$ cat config.mk
export PLATFORM = sky130hd
export DESIGN_NAME = mem_arbiter
export DESIGN_NICKNAME = d
export VERILOG_FILES = /design/src/rtl/mem_arbiter.sv
export SDC_FILE = /design/constraint.sdc
export NUM_CORES = 1
export LEC_CHECK = 0
export ABC_AREA = 1
export CAP_MARGIN = 40
export CORE_AREA = 2 2 118 120
export CTS_BUF_LIST = sky130_fd_sc_hd__clkbuf_16
export DETAILED_ROUTE_END_ITERATION = 12
export DIE_AREA = 0 0 120 122
export PLACE_DENSITY = 0.76
export SETUP_SLACK_MARGIN = 0.3
export SYNTH_ARGS = -nofsm -noshare
export SYNTH_HDL_FRONTEND = slang
export SYNTH_SLANG_ARGS = --single-unit
$ cat constraint.sdc
create_clock -name CLK -period 3.1 [get_ports CLK]
set_clock_uncertainty 0.05 [all_clocks]
set_input_delay 0.93 -clock CLK [delete_from_list [all_inputs] [get_ports CLK]]
set_output_delay 0.93 -clock CLK [all_outputs]
set_load 0.01 [all_outputs]
$ cat src/rtl/mem_arbiter.sv
// Cache-to-RAM controller: round-robin arbitration of per-CPU icache/dcache requests onto one RAM port.
// Optional snoop/invalidate sequencing ahead of coherent dcache grants when MEM_ARBITER_COHERENCE_EN is defined.
module mem_arbiter #(
    parameter int CPUS   = 1,
    parameter int WORD_W = 32
) (
    input  logic                     CLK,
    input  logic                     RST,
    input  logic [CPUS-1:0]          iREN,
    input  logic [CPUS-1:0]          dREN,
    input  logic [CPUS-1:0]          dWEN,
    input  logic [CPUS*WORD_W-1:0]   iaddr,
    input  logic [CPUS*WORD_W-1:0]   daddr,
    input  logic [CPUS*WORD_W-1:0]   dstore,
    output logic [CPUS-1:0]          iwait,
    output logic [CPUS-1:0]          dwait,
    output logic [CPUS*WORD_W-1:0]   iload,
    output logic [CPUS*WORD_W-1:0]   dload,
    input  logic [CPUS-1:0]          ccwrite,
    input  logic [CPUS-1:0]          cctrans,
    output logic [CPUS-1:0]          ccwait,
    output logic [CPUS-1:0]          ccinv,
    output logic [CPUS*WORD_W-1:0]   ccsnoopaddr,
    input  logic [WORD_W-1:0]        ramload,
    input  logic [1:0]               ramstate,
    output logic                     ramREN,
    output logic                     ramWEN,
    output logic [WORD_W-1:0]        ramaddr,
    output logic [WORD_W-1:0]        ramstore
);

    localparam int PTR_W = (CPUS > 1) ? $clog2(CPUS) : 1;
    localparam int SLOTS = 1 << PTR_W;

    localparam logic [1:0] RAM_FREE   = 2'd0;
    localparam logic [1:0] RAM_BUSY   = 2'd1;
    localparam logic [1:0] RAM_ACCESS = 2'd2;
    localparam logic [1:0] RAM_ERROR  = 2'd3;

    typedef enum logic [1:0] {
        IDLE   = 2'd0,
        SNOOP  = 2'd1,
        ACCESS = 2'd2
    } state_t;

    state_t               state_r;
    state_t               state_nx_s;
    logic [PTR_W-1:0]     rr_ptr_r;
    logic [PTR_W-1:0]     gnt_cpu_r;
    logic                 gnt_d_r;
    logic                 gnt_w_r;
    logic [WORD_W-1:0]    iload_r [SLOTS];
    logic [WORD_W-1:0]    dload_r [SLOTS];

    // Per-slot views; slots past CPUS are padded so any PTR_W index is in range.
    logic [SLOTS-1:0]     iren_s;
    logic [SLOTS-1:0]     dren_s;
    logic [SLOTS-1:0]     dwen_s;
    logic [WORD_W-1:0]    iaddr_s  [SLOTS];
    logic [WORD_W-1:0]    daddr_s  [SLOTS];
    logic [WORD_W-1:0]    dstore_s [SLOTS];

    logic                 found_s;
    logic [PTR_W-1:0]     pick_cpu_s;
    logic                 pick_d_s;
    logic                 pick_w_s;
    logic                 coh_pick_s;
    int                   idx_s;
    logic                 gnt_req_s;
    logic                 ram_ok_s;
    logic                 done_s;

    genvar g;
    for (g = 0; g < SLOTS; g++) begin : g_unpack
        if (g < CPUS) begin : g_real
            assign iren_s[g]   = iREN[g];
            assign dren_s[g]   = dREN[g];
            assign dwen_s[g]   = dWEN[g];
            assign iaddr_s[g]  = iaddr[g*WORD_W +: WORD_W];
            assign daddr_s[g]  = daddr[g*WORD_W +: WORD_W];
            assign dstore_s[g] = dstore[g*WORD_W +: WORD_W];
        end else begin : g_pad
            assign iren_s[g]   = 1'b0;
            assign dren_s[g]   = 1'b0;
            assign dwen_s[g]   = 1'b0;
            assign iaddr_s[g]  = '0;
            assign daddr_s[g]  = '0;
            assign dstore_s[g] = '0;
        end
    end

`ifdef MEM_ARBITER_COHERENCE_EN
    logic [SLOTS-1:0]     cctrans_s;
    logic [SLOTS-1:0]     ccwrite_s;
    logic                 gnt_coh_r;
    for (g = 0; g < SLOTS; g++) begin : g_cc_unpack
        if (g < CPUS) begin : g_real
            assign cctrans_s[g] = cctrans[g];
            assign ccwrite_s[g] = ccwrite[g];
        end else begin : g_pad
            assign cctrans_s[g] = 1'b0;
            assign ccwrite_s[g] = 1'b0;
        end
    end
    assign coh_pick_s = pick_d_s & cctrans_s[pick_cpu_s];
`else
    logic unused_cc_s;
    assign unused_cc_s = ^{ccwrite, cctrans};
    assign coh_pick_s  = 1'b0;
`endif

    // Round-robin search from rr_ptr; dcache beats icache, write beats read.
    always_comb begin
        found_s    = 1'b0;
        pick_cpu_s = '0;
        pick_d_s   = 1'b0;
        pick_w_s   = 1'b0;
        idx_s      = 0;
        for (int i = 0; i < CPUS; i++) begin
            idx_s      = (int'(rr_ptr_r) + i >= CPUS) ? int'(rr_ptr_r) + i - CPUS : int'(rr_ptr_r) + i;
            pick_cpu_s = (!found_s && (dwen_s[idx_s] | dren_s[idx_s] | iren_s[idx_s])) ? PTR_W'(idx_s) : pick_cpu_s;
            pick_d_s   = (!found_s && (dwen_s[idx_s] | dren_s[idx_s] | iren_s[idx_s])) ? (dwen_s[idx_s] | dren_s[idx_s]) : pick_d_s;
            pick_w_s   = (!found_s && (dwen_s[idx_s] | dren_s[idx_s] | iren_s[idx_s])) ? dwen_s[idx_s] : pick_w_s;
            found_s    = found_s | dwen_s[idx_s] | dren_s[idx_s] | iren_s[idx_s];
        end
    end

    // Liveness of the latched request and RAM completion decode; ERROR simply retries.
    always_comb begin
        gnt_req_s = gnt_d_r ? (gnt_w_r ? dwen_s[gnt_cpu_r] : dren_s[gnt_cpu_r]) : iren_s[gnt_cpu_r];
        case (ramstate)
            RAM_ACCESS:                    ram_ok_s = 1'b1;
            RAM_FREE, RAM_BUSY, RAM_ERROR: ram_ok_s = 1'b0;
            default:                       ram_ok_s = 1'b0;
        endcase
        done_s = (state_r == ACCESS) && gnt_req_s && ram_ok_s;
    end

    // State register
    always_ff @(posedge CLK) begin
        if (RST) begin
            state_r <= IDLE;
        end else begin
            state_r <= state_nx_s;
        end
    end

    // Next-state logic; a dropped request abandons the grant without a wait release.
    always_comb begin
        state_nx_s = state_r;
        case (state_r)
            IDLE: begin
                if (found_s) begin
                    state_nx_s = coh_pick_s ? SNOOP : ACCESS;
                end else begin
                    state_nx_s = IDLE;
                end
            end
            SNOOP:   state_nx_s = gnt_req_s ? ACCESS : IDLE;
            ACCESS:  state_nx_s = (done_s || !gnt_req_s) ? IDLE : ACCESS;
            default: state_nx_s = IDLE;
        endcase
    end

    // Grant latch, round-robin pointer and per-slot read-data holding registers
    always_ff @(posedge CLK) begin
        if (RST) begin
            rr_ptr_r  <= '0;
            gnt_cpu_r <= '0;
            gnt_d_r   <= 1'b0;
            gnt_w_r   <= 1'b0;
`ifdef MEM_ARBITER_COHERENCE_EN
            gnt_coh_r <= 1'b0;
`endif
            for (int k = 0; k < SLOTS; k++) begin
                iload_r[k] <= '0;
                dload_r[k] <= '0;
            end
        end else begin
            if (state_r == IDLE && found_s) begin
                gnt_cpu_r <= pick_cpu_s;
                gnt_d_r   <= pick_d_s;
                gnt_w_r   <= pick_w_s;
`ifdef MEM_ARBITER_COHERENCE_EN
                gnt_coh_r <= coh_pick_s;
`endif
            end
            if (done_s) begin
                rr_ptr_r <= (gnt_cpu_r == PTR_W'(CPUS - 1)) ? '0 : gnt_cpu_r + PTR_W'(1);
                if (gnt_d_r) begin
                    dload_r[gnt_cpu_r] <= ramload;
                end else begin
                    iload_r[gnt_cpu_r] <= ramload;
                end
            end
        end
    end

    // Output decode: RAM port, waits/loads of the granted slot, snoop broadcast.
    always_comb begin
        ramREN      = (state_r == ACCESS) && !gnt_w_r;
        ramWEN      = (state_r == ACCESS) && gnt_w_r;
        ramaddr     = (state_r == ACCESS) ? (gnt_d_r ? daddr_s[gnt_cpu_r] : iaddr_s[gnt_cpu_r]) : '0;
        ramstore    = ((state_r == ACCESS) && gnt_w_r) ? dstore_s[gnt_cpu_r] : '0;
        iwait       = '1;
        dwait       = '1;
        iload       = '0;
        dload       = '0;
        ccwait      = '0;
        ccinv       = '0;
        ccsnoopaddr = '0;
        for (int k = 0; k < CPUS; k++) begin
            iwait[k] = !(done_s && gnt_cpu_r == PTR_W'(k) && !gnt_d_r);
            dwait[k] = !(done_s && gnt_cpu_r == PTR_W'(k) && gnt_d_r);
            iload[k*WORD_W +: WORD_W] = (done_s && gnt_cpu_r == PTR_W'(k) && !gnt_d_r) ? ramload : iload_r[k];
            dload[k*WORD_W +: WORD_W] = (done_s && gnt_cpu_r == PTR_W'(k) && gnt_d_r) ? ramload : dload_r[k];
`ifdef MEM_ARBITER_COHERENCE_EN
            ccwait[k] = gnt_coh_r && (state_r == SNOOP || state_r == ACCESS) && (gnt_cpu_r != PTR_W'(k));
            ccinv[k]  = ccwait[k] && ccwrite_s[gnt_cpu_r];
            ccsnoopaddr[k*WORD_W +: WORD_W] = ccwait[k] ? daddr_s[gnt_cpu_r] : '0;
`endif
        end
    end

endmodule

# Word-level counts from Yosys, hierarchy flattened
# Memories as Yosys holds them, arrays and structs flattened.
# Index checks and enable logic that the tools add are counted.
classes:
  add_sub_neg: 2
  order_cmp: 4
  eq_ne: 5
  n_mux: 57
  bitwise_logic: 4
  reduce_logical: 19
op_table:
  columns: ["op", "n"]
  rows:
  - ["$mux W32", 17]
  - ["$reduce_or A32 Y1", 2]
  - ["$mux W1", 35]
  - ["$lt A32 B3 Y1 const B", 1]
  - ["$logic_and A1 B1 Y1", 8]
  - ["$eq A2 B2 Y1 const B", 3]
  - ["$mux W2", 3]
  - ["$pmux W2 S3", 1]
  - ["$logic_not A1 Y1", 5]
  - ["$eq A2 B1 Y1 const B", 2]
  - ["$logic_not A2 Y1", 2]
  - ["$reduce_or A3 Y1", 1]
  - ["$ge A2 B2 Y1 const B", 1]
  - ["$lt A1 B2 Y1 const B", 1]
  - ["$not A1 Y2", 1]
  - ["$or A1 B1 Y1", 2]
  - ["$pmux W1 S2", 1]
  - ["$sub A1 B1 Y2 const B", 1]
  - ["$add A1 B1 Y1 const B", 1]
  - ["$ge A1 B1 Y1 const B", 1]
  - ["$logic_or A1 B1 Y1", 1]
  - ["$not A1 Y1", 1]
word_totals:
  regBits: 6
  mem_bits_rw: 128
  inputBits: 137
  output_inout_bits: 166
  wordCells: 98
  memories: 2
memory_table:
  columns: ["name", "depth", "word_bits", "rd", "rd_clocked_by_memory_dff", "write_ports", "line_no", "rtl"]
  rows:
  - ["dload_r", 2, 32, 1, 0, 2, "53", "logic [WORD_W-1:0] dload_r [SLOTS];"]
  - ["iload_r", 2, 32, 1, 0, 2, "52", "logic [WORD_W-1:0] iload_r [SLOTS];"]

# Depth between registers and ports, before layout
logic_depth:
  word_depth: 11
  mapped_depth: 8
  ltp_nobuf: 7

# Worst setup path before layout
# OpenSTA, ideal clock, no wires.
synth_path:
  path_kind: "input port to output port"
  start: "input port ramstate[1]"
  end: "output port iload[0]"
  arrival_time_ns: 1.912
  t_required_ns: 2.120
  setup_slack_ns: 0.208
  stages: 6
  path_cell_list: "inv_1 > nor2_1 > nand4_2 > buf_2 > buf_2 > o21ai_0"
synth_between:
  elab_chain_len: 7
  elab_cells_between_ends: 10
synth_rtl:
  columns: ["element", "line_no", "rtl"]
  rows:
  - ["start: declaration", "25", "input logic [1:0] ramstate,"]
  - ["$eq A2 B1 Y1 (tied with other cells)", "131", "case (ramstate)"]
  - ["$reduce_or A3 Y1", "131", null]
  - ["$pmux W1 S2 (*)", "131", null]
  - ["$logic_and A1 B1 Y1 (*)", "136", "done_s = (state_r == ACCESS) && gnt_req_s && ram_ok_s;"]
  - ["$logic_and A1 B1 Y1 (*) (2 in a row)", "215", "iload[k*WORD_W +: WORD_W] = (done_s && gnt_cpu_r == PTR_W'(k) && !gnt_d_r) ? ramload : iload_r[k];"]
  - ["$mux W32 (*)", "215", null]
  - ["end: declaration", "17", "output logic [CPUS*WORD_W-1:0] iload,"]
# Mark *: on every way between the ends. The rest lies on a longest branch, timed or not.

# Worst setup path after layout
layout_path:
  start: "input port ramstate[0]"
  end: "output port dload[15]"
layout_between:
  elab_chain_len: 7
  elab_cells_between_ends: 10
layout_rtl:
  columns: ["element", "line_no", "rtl"]
  rows:
  - ["$eq A2 B1 Y1 (tied with other cells)", "131", null]
  - ["$reduce_or A3 Y1", "131", null]
  - ["$pmux W1 S2 (*)", "131", null]
  - ["$logic_and A1 B1 Y1 (*)", "136", null]
  - ["$logic_and A1 B1 Y1 (*) (2 in a row)", "216", "dload[k*WORD_W +: WORD_W] = (done_s && gnt_cpu_r == PTR_W'(k) && gnt_d_r) ? ramload : dload_r[k];"]
  - ["$mux W32 (*)", "216", null]
  - ["end: declaration", "18", "output logic [CPUS*WORD_W-1:0] dload,"]
# Marks and branches as above.

==> results.md <==
- Synth top area share: 43.37%
- Routed length per placed instance: 17.66 µm
- Clock Tree Buf Depth: 2
- Setup WS pre-CTS: -0.7515 ns
- Register area share after synthesis: 44.72%
- Run status: complete, but fails checks
- Vias: 5360
- Met3 WL: 1.674 mm
- Cell mode on critical path: buf_6
- Unrepaired setup endpoints after global routing: yes
- Max Slew Vio Count: 0
- CP startpoint kind: primary input
- Initial antenna violation count: 0
- PortBufs: 266
- Max cap viols: 0
- Cell taking the most area after synthesis: edfxtp_1
- Routed wl met2: 10.20 mm
- Dpl hpwl: 11.15 mm
- Drt via density: 4.752
- CP cell instances: buf_6 -> nor2_4 -> buf_6 -> buf_6 -> nand3_4 -> nor2_4 -> buf_6 -> buf_6 -> buf_16 -> nand2_2 -> nand2_1 -> buf_2
- Largest stage delay on the critical path: 0.16 ns
- Drt pass-1 iters: 4
- CTS root buf: clkbuf_16
- CTS tree: done
- Syn. warnings: 0
- Seq cells post-synth: 67
- WHS: 0.4799 ns
- Min Tclk post-route: 3.155 ns
- Cell Rows: 43
- Library cells used by synthesis: 23
- Pwr dens: 328.8 nW/µm²
- Post-Syn Area: 4432 µm²
- DR iter-0 viols: 326
- Ant diodes: 0
- Share of layout cells above drive strength 1: 42.09%
- Global route overflow: 0
- Area Growth Syn to Fin: 101.4%
- CP arrival: 2.17 ns
- Largest net degree at the start of global routing: 34
- Failing checks: setup timing
- WL final: 19.92 mm
- Total Power: 2935 µW
- Cell count after synthesis: 587
- Wire length on met1: 7.503 mm
- Initial Util: 32.82%
- Avg Inst Size Synth: 7.550 µm²
- Hold Buf Count CTS: 0
- CP endpoint kind: output pin
- First-pass GRT wire length: 27.72 mm
- Clk_lat worst skew: 0.33 ns
- Clk sinks: 67
- Leakage: 0.004387 µW
- Gp weighted congestion: 0.7967
- Ranking of synthesized cells by area: edfxtp_1, nand2_1, nor2_1
- Cts bufs inserted: 9
- Clock transition at path regs: 0.06 ns
- I/O pin count: 303
- Layout net count: 1080
- Vias in the first global route: 5072
- Critical path required time: 2.12 ns
- Final hold vios: 0
- Min-delay worst type: register to register
- Die Wd: 120 µm
- Die height: 122 µm
- Max Used Layer: met4
- H-tree depth: 3
- Endpoints failing setup: 23
- Fin crit share: 101.8%
- Overall Global Routing Usage: 24.87%
- DRT antenna net count: 0
- Peak VDD IR: 0.2253 mV
- Crit path max-delay cell type: buf_16
- Die Area: 14640 µm²
- Critical path type: primary input to output pin
- Setup slack after layout: -0.05476 ns
- Utilization after layout: 66.10%
- Core area: 13500 µm²
- Fmax: 317.0 MHz
- Crit-path max FO: 8
- Drt drc: 0
-- cell type report --
| cell class | count | area, µm² |
|---|---|---|
| fill | 1051 | 4578 |
| timing repair buffer | 384 | 3712 |
| multi-input combinational | 411 | 2431 |
| sequential | 67 | 1986 |
| inverter | 70 | 262.8 |
| clock buffer | 9 | 225.2 |
| tap | 180 | 225.2 |
| clock inverter | 7 | 83.83 |
-- through the flow --
step | cell area (µm²) | std cells | setup TNS [ns]
after detailed placement | 7561 | 1061 | -45.19
final | 8926 | 1128 | -0.7314
after global routing | 8926 | 1128 | -1.723
after global placement | 7561 | 1061 | -44.90
after floorplan | 4578 | 620 | 0
after CTS | 8551 | 1117 | -0.8015
-- repair_timing --
action,CTS,global route
resized for setup,576,155
pin swaps,33,33
setup buffers,28,8
gates cloned,12,3
endpoints found under the hold margin,0,0
setup endpoints to repair,131,116
-- sequential cells by signal, indices dropped and copies added, names as in the netlist --
| register | cells |
|---|---|
| iload_r | 32 |
| gnt_d_r | 1 |
| gnt_w_r | 1 |
| state_r | 1 |
| dload_r | 32 |
-- routing by layer --
| metal | global-route usage, % | vias to the layer above |
|---|---|---|
| met5 | 0 | - |
| met4 | 7.574 | 0 |
| met3 | 6.507 | 53 |
| met2 | 43.75 | 301 |
| met1 | 29.76 | 2504 |
| li1 | - | 2502 |
-- placed cells by master, fill, tap and decap left out, drive strengths merged --
| cell type | n |
|---|---|
| a21oi | 3 |
| buf | 193 |
| bufbuf | 2 |
| bufinv | 2 |
| clkbuf | 43 |
| clkdlybuf4s15 | 11 |
| clkdlybuf4s50 | 127 |
| clkinv | 4 |
| conb | 34 |
| dfxtp | 3 |
| dlygate4sd2 | 15 |
| dlymetal6s2s | 2 |
| edfxtp | 64 |
| inv | 71 |
| nand2 | 137 |
| nand3 | 2 |
| nand3b | 1 |
| nand4 | 2 |
| nor2 | 132 |
| nor3 | 33 |
| o21ai | 65 |
| or2 | 2 |
-- cell usage after synthesis, drive strengths merged --
cell / n
a21oi: 3
buf: 53
clkbuf: 19
conb: 1
dfxtp: 3
edfxtp: 64
inv: 70
nand2: 137
nand3: 2
nand3b: 1
nand4: 2
nor2: 132
nor3: 33
o21ai: 65
or2: 2
-- power breakdown --
| group | leakage, µW | switching (µW) | internal [µW] | total [µW] |
|---|---|---|---|---|
| sequential | 0.000689 | 25.1 | 1030 | 1060 |
| combinational | 0.00354 | 389 | 407 | 796 |
| clock | 0.000153 | 389 | 694 | 1080 |
| total | 0.00439 | 803 | 2130 | 2930 |
-- critical path: cells and delay by family --
family        cells  cell delay, ns
buf+inv           7            0.85
simple gates      5            0.39
-- cell families after synthesis --
family	count (synthesis)	share of synthesized area, %
AO/OA/AOI/OAI	68	7.679
buffers and inverters	142	16.63
flip-flops	67	44.72
other	1	0.08462
AND/OR/NAND/NOR	309	30.89
-- worst paths after layout --
kind | from | endpoint | slack [ns] | cells past startpoint
max | ramstate[0] | dload[15] | -0.05 | 12
min | gnt_w_r | gnt_w_r | 0.48 | 2
max reg2reg | gnt_d_r | dload_r[0][30] | 0.83 | 11
min reg2reg | gnt_w_r | gnt_w_r | 0.48 | 2
No activity file was read; power rests on OpenSTA's default activity.
